$ cat src/rtl/regfile_write_arbiter.sv
// Arbitrates the single register-file write port between WB and a multi-cycle unit.
// Also keeps a pending-write scoreboard for decode hazard checks.
module regfile_write_arbiter #(
  parameter int XLEN         = 32,
  parameter int STARVE_LIMIT = 4
) (
  input  logic            clk,
  input  logic            rst,
  input  logic            wb_valid,
  input  logic [4:0]      wb_rd,
  input  logic [XLEN-1:0] wb_data,
  output logic            wb_ready,
  input  logic            mc_valid,
  input  logic [4:0]      mc_rd,
  input  logic [XLEN-1:0] mc_data,
  output logic            mc_ready,
  input  logic            mc_issue,
  input  logic [4:0]      mc_issue_rd,
  input  logic [4:0]      rs1_addr,
  input  logic [4:0]      rs2_addr,
  output logic            rs1_busy,
  output logic            rs2_busy,
  output logic            rf_we,
  output logic [4:0]      rf_rd_addr,
  output logic [XLEN-1:0] rf_rd_data
);

  localparam logic [3:0] LP_LIMIT = 4'(STARVE_LIMIT);

  logic [3:0]      r_starve_cnt;
  logic [31:0]     r_busy;
  logic            r_we;
  logic [4:0]      r_addr;
  logic [XLEN-1:0] r_data;

  logic            w_forced;
  logic            w_wb_xfer;
  logic            w_mc_xfer;
  logic            w_gnt;
  logic [4:0]      w_gnt_rd;
  logic [XLEN-1:0] w_gnt_data;
  logic [31:0]     w_clr_mask;
  logic [31:0]     w_set_mask;
  logic [31:0]     w_busy_nxt;

  // Forced mode hands the port to the multi-cycle unit for exactly one cycle.
  assign w_forced  = (r_starve_cnt == LP_LIMIT);
  assign wb_ready  = !rst && !w_forced;
  assign mc_ready  = !rst && (w_forced || !wb_valid);
  assign w_wb_xfer = wb_valid && wb_ready;
  assign w_mc_xfer = mc_valid && mc_ready;

  assign w_gnt      = w_wb_xfer || w_mc_xfer;
  assign w_gnt_rd   = w_mc_xfer ? mc_rd : wb_rd;
  assign w_gnt_data = w_mc_xfer ? mc_data : wb_data;

  // Set mask is OR-ed after the clear so a same-cycle issue keeps the bit pending.
  assign w_clr_mask = w_mc_xfer ? (32'd1 << mc_rd) : 32'd0;
  assign w_set_mask = mc_issue ? (32'd1 << mc_issue_rd) : 32'd0;
  assign w_busy_nxt = ((r_busy & ~w_clr_mask) | w_set_mask) & ~32'd1;

  assign rs1_busy = r_busy[rs1_addr];
  assign rs2_busy = r_busy[rs2_addr];

  assign rf_we      = r_we;
  assign rf_rd_addr = r_addr;
  assign rf_rd_data = r_data;

  // Write-port register: x0 writes complete the handshake but never assert we.
  always_ff @(posedge clk) begin
    if (rst) begin
      r_we   <= 1'b0;
      r_addr <= 5'd0;
      r_data <= '0;
    end else if (w_gnt) begin
      r_we   <= (w_gnt_rd != 5'd0);
      r_addr <= w_gnt_rd;
      r_data <= w_gnt_data;
    end else begin
      r_we   <= 1'b0;
    end
  end

  // Starvation counter: counts refused multi-cycle cycles, saturating at the limit.
  always_ff @(posedge clk) begin
    if (rst) begin
      r_starve_cnt <= 4'd0;
    end else if (!mc_valid || w_mc_xfer) begin
      r_starve_cnt <= 4'd0;
    end else if (r_starve_cnt != LP_LIMIT) begin
      r_starve_cnt <= r_starve_cnt + 4'd1;
    end else begin
      r_starve_cnt <= r_starve_cnt;
    end
  end

  // Pending multi-cycle destination scoreboard.
  always_ff @(posedge clk) begin
    if (rst) begin
      r_busy <= 32'd0;
    end else begin
      r_busy <= w_busy_nxt;
    end
  end

endmodule

$ cat config.mk
export PLATFORM = sky130hd
export DESIGN_NAME = regfile_write_arbiter
export DESIGN_NICKNAME = d
export VERILOG_FILES = /design/src/rtl/regfile_write_arbiter.sv
export SDC_FILE = /design/constraint.sdc
export NUM_CORES = 1
export LEC_CHECK = 0
export BUFFER_PORTS_ARGS = -buffer_cell sky130_fd_sc_hd__clkbuf_2
export CORE_MARGIN = 4
export CORE_UTILIZATION = 24
export CTS_CLUSTER_SIZE = 25
export DETAILED_ROUTE_END_ITERATION = 7
export GPL_ROUTABILITY_DRIVEN = 0
export PLACE_DENSITY = 0.49
export SLEW_MARGIN = 10
export SYNTH_ARGS = -nofsm -noshare
export SYNTH_HDL_FRONTEND = slang
export SYNTH_SLANG_ARGS = --single-unit
$ cat constraint.sdc
create_clock -name clk -period 3.25 [get_ports clk]
set_input_delay 0.325 -clock clk [delete_from_list [all_inputs] [get_ports clk]]
set_output_delay 0.325 -clock clk [all_outputs]
set_load 0.1 [all_outputs]
Word level (Yosys, flattened, before mapping)
Cells that the tools add are included.
{ "op_classes": {"shifts": 2, "reduce_logical": 14, "n_mux": 8, "n_addsub": 1, "eq_ne": 2, "bitwise": 4, "magnitude_cmp": 2} }
{ "ops": {"columns": ["cell", "count"], "rows": [
  ["$mux W32", 3],
  ["$shl A1 B5 Y32 const A", 2],
  ["$and A32 B32 Y32", 1],
  ["$not A32 Y32", 1],
  ["$or A32 B32 Y32", 1],
  ["$lt A5 B6 Y1 const B", 2],
  ["$bmux W1 S5", 2],
  ["$mux W5", 1],
  ["$reduce_bool A5 Y1", 1],
  ["$add A4 B1 Y4 const B", 1],
  ["$eq A4 B3 Y1 const B", 1],
  ["$logic_and A1 B1 Y1", 4],
  ["$logic_not A1 Y1", 4],
  ["$ne A4 B3 Y1 const B", 1],
  ["$reduce_or A2 Y1", 2],
  ["$logic_or A1 B1 Y1", 3],
  ["$mux W1", 2],
  ["$not A1 Y1", 1]
]} }
{ "word_totals": {"regBits": 74, "output_inout_bits": 42, "wordCells": 39} }

Depth between registers and ports, before layout
{ "depth": {"word_depth": 8, "depth_mapped": 7, "ltp_nobuf": 6} }

Least setup slack after synthesis
Ideal clock, no wire load.
{ "synth_timing": {"path_type": "reg-to-output", "startpoint": "reg r_starve_cnt[0]", "endpoint": "out wb_ready", "t_arrival_ns": 2.165, "required_ns": 2.925, "n_path_buf": 1, "stages_incl_launch_ff": 6, "setup_slack_ns": 0.760, "cell_sequence": "dfxtp_1 inv_1 ha_1 and3b_1 buf_2 nor2_1"} }
{ "synth_between": {"elab_chain_cells": 3} }
{ "synth_rtl": {"columns": ["element", "line", "text"], "rows": [
  ["from (decl)", "30", "logic [3:0] r_starve_cnt;"],
  ["from (signal assigned)", "91", "r_starve_cnt <= r_starve_cnt + 4'd1;"],
  ["from (signal assigned)", "93", "r_starve_cnt <= r_starve_cnt;"],
  ["$eq A4 B3 Y1", "47", "assign w_forced = (r_starve_cnt == LP_LIMIT);"],
  ["$logic_not A1 Y1", "48", "assign wb_ready = !rst && !w_forced;"],
  ["$logic_and A1 B1 Y1", "48", null],
  ["to (decl)", "12", "output logic wb_ready,"]
]} }
No other way between the ends.

Final worst setup path
{ "layout_timing": {"startpoint": "reg r_starve_cnt[0]", "endpoint": "out mc_ready"} }
{ "layout_between": {"elab_chain_cells": 3} }
{ "layout_rtl": {"columns": ["element", "line", "text"], "rows": [
  ["$eq A4 B3 Y1", "47", null],
  ["$logic_or A1 B1 Y1", "49", "assign mc_ready = !rst && (w_forced || !wb_valid);"],
  ["$logic_and A1 B1 Y1", "49", null],
  ["to (decl)", "16", "output logic mc_ready,"]
]} }
No other way between the ends.

==> metrics.csv <==
metric,value,unit
"Clk pin slew, worst setup/hold paths",0.06,ns
Required @ worst endpoint,2.92,ns
DRT iter0 DRCs,137,
Ant. Diodes,0,
Tightest Pin Transition,0.890,ns
IO Pins,136,
gr usage total,13.7,%
Pleak,2.10,nW
predominant post-synthesis flop cell,dfxtp_1,
critical path's largest stage delay,0.46,ns
clk_lat worst skew,0.33,ns
"antenna viol nets, final",0,
IO Port Bufs,135,
Setup TNS,0,ns
die area,17700,sq um
DR vias/cell,4.92,
Overflow after GRT,0,
Starting Density,24.5,%
crit path DAT,1.96,ns
library cells used by synthesis,34,
Avg Inst Size Synth,9.08,sq um
critical path's most frequent cell,nor2_1,
core area,15300,sq um
Clock Tree Buf Depth,2,
max-slew violations,0,
CTS tree,yes,
share of cells above drive strength 1,30.4,%
Post-synth EDFFs,0,
DRT Pass-1 Iters,5,
max capacitance violation total,0,
chip width,133,um
initial antenna violation count,0,
largest net degree at the start of global routing,49,
Layout Skew,0.00822,ns
DP Wirelength,9540,um
endpoints failing setup,0,
"slowest stage cell, crit path",clkbuf_2,
die height,133,um
Routed Wire Length,12300,um
RSZ-0062 raised after global routing,false,
Tmin final,2.29,ns
Area Growth Syn to Fin,31.5,%
cells along the critical path,inv_1 -> ha_1 -> and3b_1 -> nor2_1 -> nor2_1 -> clkbuf_2,
Num CTS Buffers,9,
critical path endpoint category,primary output,
maximum VDD drop,0.000291,V
synthesized area,3740,sq um
asr flop ratio synth,0,%
Ys Warns,0,
DRC violations left,0,
Mapped Nets,508,
setup bufs post-CTS,0,
CTS sink cnt,73,
first-pass GRT wire length,19400,um
Vias,3681,
Post-CTS Resized,0,
Final Hold Violating Endpoints,0,
status,completed,
most frequent cells in the layout,"clkbuf_2 (135), dfxtp_1 (73), mux2i_1 (55)",
CP Class,reg -> out,
power per cell area,546,nW/um^2
number of global-route vias before repair,3720,
Avg WL per Cell,16.4,um
CP max FO,10,
"commonest non-fill, non-tap cell in the layout",clkbuf_2,
Root Driver,clkbuf_16,
Yosys reg bits,73,
Total Nets Final,629,
CP startpoint kind,flip-flop,
relative slew slack,40.5,%
Syn Inst Count,412,
HP Class,in -> reg,
Row Count,45,
period utilisation layout,70.5,%
hold_buf cts,0,
sequential fraction of the synthesis area,39.1,%
WHS,0.262,ns
Fmax,0.437,GHz
H-tree depth,3,
[registers in the layout, summed over array words and instances, names as in the netlist]
register and count:
rf_rd_data 32, r_busy 31, rf_rd_addr 5, r_starve_cnt 4, rf_we 1
[worst paths after layout]
check / from / endpoint / slack [ns] / cells past startpoint
worst max-delay path: r_starve_cnt[0] / mc_ready / 0.96 / 6
worst min-delay path: wb_data[17] / rf_rd_data[17] / 0.26 / 3
worst max register to register: r_starve_cnt[0] / rf_rd_data[25] / 1.10 / 7
worst min register to register: r_busy[31] / r_busy[31] / 0.53 / 2
[critical path: cells and delay by family (launching register included)]
family,cells,cell delay [ns]
buffers and inverters,2,0.54
adder cells (fa/ha/maj),1,0.18
AND/OR/NAND/NOR,3,0.59
flip-flops,1,0.32
[final cells by class]
type | count | area (sq um)
tap | 211 | 264
inverter | 8 | 30.0
multi-input combinational | 301 | 2120
clock buffer | 9 | 225
sequential | 73 | 1460
timing repair buffer | 140 | 713
clock inverter | 6 | 108
fill | 1637 | 10300
[kinds of logic (layout without fill, tap and decap cells)]
logic type | Yosys count | count (layout) | share of synthesized area, %
mux | 61 | 61 | 18.3
flops | 73 | 73 | 39.1
compound gates | 128 | 128 | 23.3
simple gates | 109 | 109 | 14.0
buf+inv | 38 | 163 | 4.41
xor+xnor | 1 | 1 | 0.234
fa+ha+maj | 2 | 2 | 0.669
[synthesized netlist by cell type, types with 3 or more instances]
cell type	n	area share [%]
nand3_1	15	2.0
nor2_1	49	4.9
nor2b_1	10	1.7
nand2_1	14	1.4
a21oi_1	9	1.2
o2111ai_1	4	0.94
a211oi_1	39	7.8
o21ai_0	32	4.3
o311ai_0	3	0.70
mux2i_1	55	15
clkbuf_1	10	1.0
mux4_2	6	3.6
buf_2	18	2.4
nand3b_1	4	0.80
o211ai_1	34	6.8
nand4_1	3	0.50
inv_1	6	0.60
dfxtp_1	73	39
nand2b_1	4	0.67
a22oi_1	4	0.80
[routing by layer]
layer  vias to the layer above  GRT usage [%]  wire length (um)
met5                         -              0                 0
li1                       1796              -                 -
met3                        10           4.64              1130
met4                         0           4.68               109
met2                       158           20.9              5520
met1                      1717           18.2              5510
[through the flow]
step / utilization (%) / cells / setup slack (ns) / power, mW / cell area [sq um]
after global placement: 30.1 / 733 / 1.12 / 1.58 / 4590
after global routing: 32.2 / 748 / 0.758 / 2.79 / 4920
after CTS: 32.2 / 748 / 0.918 / 2.72 / 4920
after detailed placement: 30.1 / 733 / 1.08 / 1.58 / 4590
final: 32.2 / 748 / 0.960 / 2.68 / 4920
after floorplan: - / 412 / 0.760 / 1.43 / 3740
[power breakdown]
part	switching [mW]	internal [mW]
logic	0.457	0.141
registers	0.0258	0.938
clock network	0.381	0.743
Note: power is estimated with default switching activity, not from simulation.
